<file path="config.mk">
export PLATFORM = sky130hd
export DESIGN_NAME = read_counter
export DESIGN_NICKNAME = d
export VERILOG_FILES = /design/src/rtl/read_counter.sv
export SDC_FILE = /design/constraint.sdc
export NUM_CORES = 1
export LEC_CHECK = 0
export ABC_AREA = 1
export CORE_ASPECT_RATIO = 0.9
export CORE_UTILIZATION = 54
export CTS_CLUSTER_DIAMETER = 150
export DETAILED_ROUTE_END_ITERATION = 10
export PLACE_DENSITY = 0.77
export SKIP_CTS_REPAIR_TIMING = 1
export SYNTH_ARGS = -nofsm -noshare
export SYNTH_HDL_FRONTEND = slang
export SYNTH_SLANG_ARGS = --single-unit
</file>
<file path="constraint.sdc">
create_clock -name clk_i -period 4.19 [get_ports clk_i]
set_input_delay 0.838 -clock clk_i [delete_from_list [all_inputs] [get_ports clk_i]]
set_output_delay 0.838 -clock clk_i [all_outputs]
set_load 0.02 [all_outputs]
</file>
<file path="src/rtl/read_counter.sv">
// Read-path sequencing counter: walks PREAMBLE/DATA/POSTAMBLE/GAP/INTERAMBLE for each
// read command and flags the receive windows for the capture datapath.
module read_counter #(
  parameter int unsigned MAX_PRE = 4,
  parameter int unsigned CNT_W   = 5
) (
  input  logic       clk_i,
  input  logic       rst_i,
  input  logic       rd_en_i,
  input  logic [2:0] precycle_i,
  input  logic [1:0] postcycle_i,
  input  logic [3:0] gap_i,
  input  logic [1:0] burstlength_i,
  input  logic       dram_crc_en_i,
  output logic       preamble_valid_o,
  output logic       preamble_done_o,
  output logic       rddata_valid_o,
  output logic [4:0] rd_beat_o,
  output logic       crc_check_o,
  output logic       rddata_done_o,
  output logic       postamble_done_o,
  output logic       interamble_o,
  output logic       interamble_valid_o,
  output logic [2:0] interamble_shift_o,
  output logic       interamble_done_o,
  output logic       overflow_o,
  output logic       busy_o
);

  typedef enum logic [2:0] {
    S_IDLE  = 3'd0,
    S_PRE   = 3'd1,
    S_DATA  = 3'd2,
    S_POST  = 3'd3,
    S_GAP   = 3'd4,
    S_INTER = 3'd5
  } state_e;

  localparam logic [CNT_W-1:0] MAX_PRE_C = CNT_W'(MAX_PRE);
  localparam logic [CNT_W-1:0] ONE_C     = CNT_W'(1);

  state_e           state_q, state_d;
  logic [CNT_W-1:0] cnt_q, cnt_d;
  logic             pending_q, pending_d;
  logic             overflow_q, overflow_d;
  logic [2:0]       pre_lat_q;
  logic [1:0]       post_lat_q;
  logic [3:0]       gap_lat_q;
  logic [1:0]       bl_lat_q;
  logic             crc_lat_q;

  logic [CNT_W-1:0] pre_len, post_len, data_len, sum_len, gap_ext, gap_len;
  logic             inter_raw, data_last;
  logic             latch_cfg, consume, restart, set_pend;

  // Phase lengths are always derived from the latched configuration.
  always_comb begin
    if (pre_lat_q == 3'd0) begin
      pre_len = ONE_C;
    end else if (CNT_W'(pre_lat_q) > MAX_PRE_C) begin
      pre_len = MAX_PRE_C;
    end else begin
      pre_len = CNT_W'(pre_lat_q);
    end
    post_len = CNT_W'(post_lat_q) + ONE_C;
    unique case (bl_lat_q)
      2'b01:   data_len = CNT_W'(4);
      2'b10:   data_len = CNT_W'(16);
      default: data_len = CNT_W'(8);
    endcase
    data_len  = data_len + CNT_W'(crc_lat_q);
    sum_len   = pre_len + post_len;
    gap_ext   = CNT_W'(gap_lat_q);
    inter_raw = gap_ext < sum_len;
    // Only meaningful when the gap covers both ambles; otherwise treat as zero.
    gap_len   = inter_raw ? '0 : gap_ext - sum_len;
  end

  assign data_last = (state_q == S_DATA) && (cnt_q == data_len - ONE_C);

  always_comb begin
    state_d   = state_q;
    cnt_d     = cnt_q + ONE_C;
    restart   = 1'b0;
    latch_cfg = 1'b0;
    consume   = 1'b0;
    unique case (state_q)
      S_IDLE: begin
        cnt_d = '0;
        if (rd_en_i) begin
          state_d   = S_PRE;
          latch_cfg = 1'b1;
        end
      end
      S_PRE: begin
        if (cnt_q == pre_len - ONE_C) begin
          state_d   = S_DATA;
          latch_cfg = 1'b1;
        end
      end
      S_DATA: begin
        if (data_last) begin
          if (pending_q && inter_raw) begin
            consume = 1'b1;
            if (gap_lat_q == 4'd0) begin
              restart   = 1'b1;
              latch_cfg = 1'b1;
            end else begin
              state_d = S_INTER;
            end
          end else begin
            state_d = S_POST;
          end
        end
      end
      S_POST: begin
        if (cnt_q == post_len - ONE_C) begin
          if (!pending_q) begin
            state_d = S_IDLE;
          end else if (gap_len == '0) begin
            state_d = S_PRE;
            consume = 1'b1;
          end else begin
            state_d = S_GAP;
          end
        end
      end
      S_GAP: begin
        if (cnt_q == gap_len - ONE_C) begin
          state_d = S_PRE;
          consume = 1'b1;
        end
      end
      S_INTER: begin
        if (cnt_q == gap_ext - ONE_C) begin
          state_d   = S_DATA;
          latch_cfg = 1'b1;
        end
      end
      default: state_d = S_IDLE;
    endcase
    if ((state_d != state_q) || restart) begin
      cnt_d = '0;
    end
  end

  // A command landing in the cycle the slot is consumed refills it without overflow.
  assign set_pend   = rd_en_i && (state_q != S_IDLE);
  assign pending_d  = (pending_q && !consume) || set_pend;
  assign overflow_d = overflow_q || (set_pend && pending_q && !consume);

  always_ff @(posedge clk_i) begin
    if (rst_i) begin
      state_q    <= S_IDLE;
      cnt_q      <= '0;
      pending_q  <= 1'b0;
      overflow_q <= 1'b0;
      pre_lat_q  <= '0;
      post_lat_q <= '0;
      gap_lat_q  <= '0;
      bl_lat_q   <= '0;
      crc_lat_q  <= 1'b0;
    end else begin
      state_q    <= state_d;
      cnt_q      <= cnt_d;
      pending_q  <= pending_d;
      overflow_q <= overflow_d;
      if (latch_cfg) begin
        pre_lat_q  <= precycle_i;
        post_lat_q <= postcycle_i;
        gap_lat_q  <= gap_i;
        bl_lat_q   <= burstlength_i;
        crc_lat_q  <= dram_crc_en_i;
      end
    end
  end

  always_comb begin
    busy_o             = (state_q != S_IDLE);
    preamble_valid_o   = (state_q == S_PRE);
    preamble_done_o    = (state_q == S_PRE) && (cnt_q == pre_len - ONE_C);
    rddata_valid_o     = (state_q == S_DATA);
    rd_beat_o          = (state_q == S_DATA) ? 5'(cnt_q) : 5'd0;
    crc_check_o        = data_last && crc_lat_q;
    rddata_done_o      = data_last;
    postamble_done_o   = (state_q == S_POST) && (cnt_q == post_len - ONE_C);
    interamble_o       = busy_o && inter_raw;
    interamble_valid_o = (state_q == S_INTER);
    interamble_shift_o = 3'd0;
    if (state_q == S_INTER) begin
      interamble_shift_o = (cnt_q > CNT_W'(7)) ? 3'd7 : cnt_q[2:0];
    end
    interamble_done_o  = (state_q == S_INTER) && (cnt_q == gap_ext - ONE_C);
    overflow_o         = overflow_q;
  end

endmodule

</file>
==> flow_summary.json <==
{
  "cap_violations": 0,
  "drive_gt1_share_pct": 11.65,
  "final_max_slew_viol_count": 0,
  "via_per_inst": 5.255,
  "cts.clk_slew.worst_paths_ps": 80,
  "ys_async_sr_fraction_pct": 0,
  "synth_edf_count": 0,
  "critPathKind": "reg2out",
  "avgSynthCellArea_sq_um": 7.105,
  "cts.sinks": 22,
  "cp_max_fo": 8,
  "numCtsBuffers": 3,
  "status": "completed",
  "drtAntennaViolNets": 0,
  "tritoncts": "yes",
  "finalCritPeriodShare_pct": 96.03,
  "seq_area_frac_synth_pct": 22.14,
  "syn_area_sq_um": 1989,
  "grt-ovfl-total": 0,
  "n_fill_cell": 310,
  "critical_path_arrival_ps": 3190,
  "vdd_drop_max_uv": 353.7,
  "finalWirelength_microns": 4595,
  "core_sq_um": 3453,
  "regArea_sq_um": 440.4,
  "startpoint_type": "flip-flop",
  "ys_warn_count": 0,
  "setup_tns_ps": 0,
  "ys_top_cells_by_count": "inv_1, nand2_1, nor2_1, dfxtp_1, a21oi_1",
  "rows": 20,
  "grt_pass1_wl_microns": 7941,
  "synth_flop_cell": "dfxtp_1",
  "ys_ff_latch": 22,
  "synth_area_leaders": "dfxtp_1, ha_1, inv_1, nand2_1, nor2_1",
  "period_minus_slack_ps": 4024,
  "initial_utilization_pct": 57.61,
  "htreeDepth": 1,
  "power.leakage_nw": 1.070,
  "fin_ws_ps": 166.2,
  "fmax_mhz": 248.5,
  "synth_top_area_share_pct": 22.14,
  "crit_required_ps": 3350,
  "grt_max_degree": 22,
  "powerDensity_nw_per_um2": 792.8,
  "chipHeight_microns": 59.58,
  "cts_max_path_buffers": 2,
  "io_pins": 34,
  "place_ws_ps": 476.7,
  "grt_pass1_vias": 1739,
  "hold_violations": 0,
  "netlist_instances": 280,
  "grt_antenna_before_repair": 0,
  "worstMarginPinSlew_ps": 451.7,
  "firstDrtPassIters": 4,
  "diodes": 0,
  "syn_nets": 315,
  "synth.most_common_cell": "inv_1",
  "fin_skew_ps": 1.695,
  "min_path_type": "reg2reg",
  "wl_per_cell_microns": 13.02,
  "slew_headroom_pct": 69.84,
  "clock_latency_ps": 270,
  "rsz0062_at_grt": "no",
  "critPathCaptureType": "output port",
  "cts_root_buffer": "clkbuf_8",
  "setup_viol": 0,
  "dr.first_iter.drc_count": 115,
  "dpl.hpwl_microns": 3739,
  "dieArea_sq_um": 3931,
  "gp_congestion": 0.9040,
  "nets": 345,
  "die_w_microns": 65.98,
  "yosysUniqueCellTypes": 37,
  "track_usage_pct": 26.47,
  "vias": 1855,
  "synth_area_leader_cell": "dfxtp_1",
  "port_buffers": 33,
  "multi_input_area_sq_um": 1306,
  "area_growth_syn_to_layout_pct": 20.00,
  "drc": 0
}
-- final timing paths --
check	depth (start not counted)	start	slack (ps)	end
worst min register to register	2	overflow_o	460	overflow_o
worst max register to register	18	post_lat_q[0]	570	cnt_q[0]
worst max-delay path	10	post_lat_q[0]	170	interamble_o
worst min-delay path	2	overflow_o	460	overflow_o
-- layout make-up --
| class | instances | area share [%] |
|---|---|---|
| Inverter | 49 | 7.704 |
| Tap cell | 44 | 2.306 |
| Clock buffer | 3 | 1.730 |
| Clock inverter | 1 | 1.258 |
| Multi-Input combinational cell | 201 | 54.72 |
| Sequential cell | 22 | 18.45 |
| Timing Repair Buffer | 33 | 13.84 |
-- metrics by stage --
stage | area (sq um) | power [mW] | util [%] | hold WS (ps) | instances
after floorplan | 1989 | 1.442 | - | 452.0 | 280
after global placement | 2316 | 1.667 | 67.07 | 440.4 | 349
after detailed placement | 2316 | 1.698 | 67.07 | 452.7 | 349
after CTS | 2387 | 1.902 | 69.13 | 465.8 | 353
after global routing | 2387 | 2.102 | 69.13 | 510.7 | 353
final | 2387 | 1.893 | 69.13 | 460.0 | 353
-- cells by family (layout without fill, tap and decap cells) --
group	after synthesis	after routing	share of synthesized area, %
flops	22	22	22.14
compound gates	44	44	11.89
xor+xnor	17	17	7.485
buf+inv	57	86	12.20
fa+ha+maj	20	20	13.33
simple gates	120	120	32.96
-- power breakdown --
part / switching [mW] / total [mW] / internal (mW)
registers: 0.0563 / 0.315 / 0.259
logic: 0.839 / 1.37 / 0.536
clock network: 0.0750 / 0.203 / 0.128
total: 0.970 / 1.89 / 0.923
-- state kept, by name, summed over array words and instances (netlist names) --
name,flops
state_q,3
pending_q,1
overflow_o,1
bl_lat_q,2
crc_lat_q,1
post_lat_q,2
pre_lat_q,3
cnt_q,5
gap_lat_q,4
-- cells in the final DEF, fill, tap and decap left out, drive strengths merged, types with 8 or more instances in the layout --
master         count
inv               49
nand2             42
clkdlybuf4s50     33
nor2              33
nand3             24
dfxtp             22
a21oi             20
ha                18
o21ai             18
xor2               9
nor3               9
xnor2              8
-- critical path, stage by stage, from the launching register on --
cell	delay [ps]
dfxtp_1	370
inv_1	110
ha_1	370
fa_1	460
xnor2_1	140
ha_1	320
or2_4	260
nand3_4	100
nand2_4	80
nor2_1	90
clkdlybuf4s50_1	600
-- per-layer routing --
layer	GRT usage (%)	up-vias	share of wire, %
li1	-	969	-
met3	4.231	4	5.0
met5	0	-	0
met1	36.86	837	49
met4	3.040	0	0.46
met2	44.31	45	46
Power figures use the tool's default switching activity.
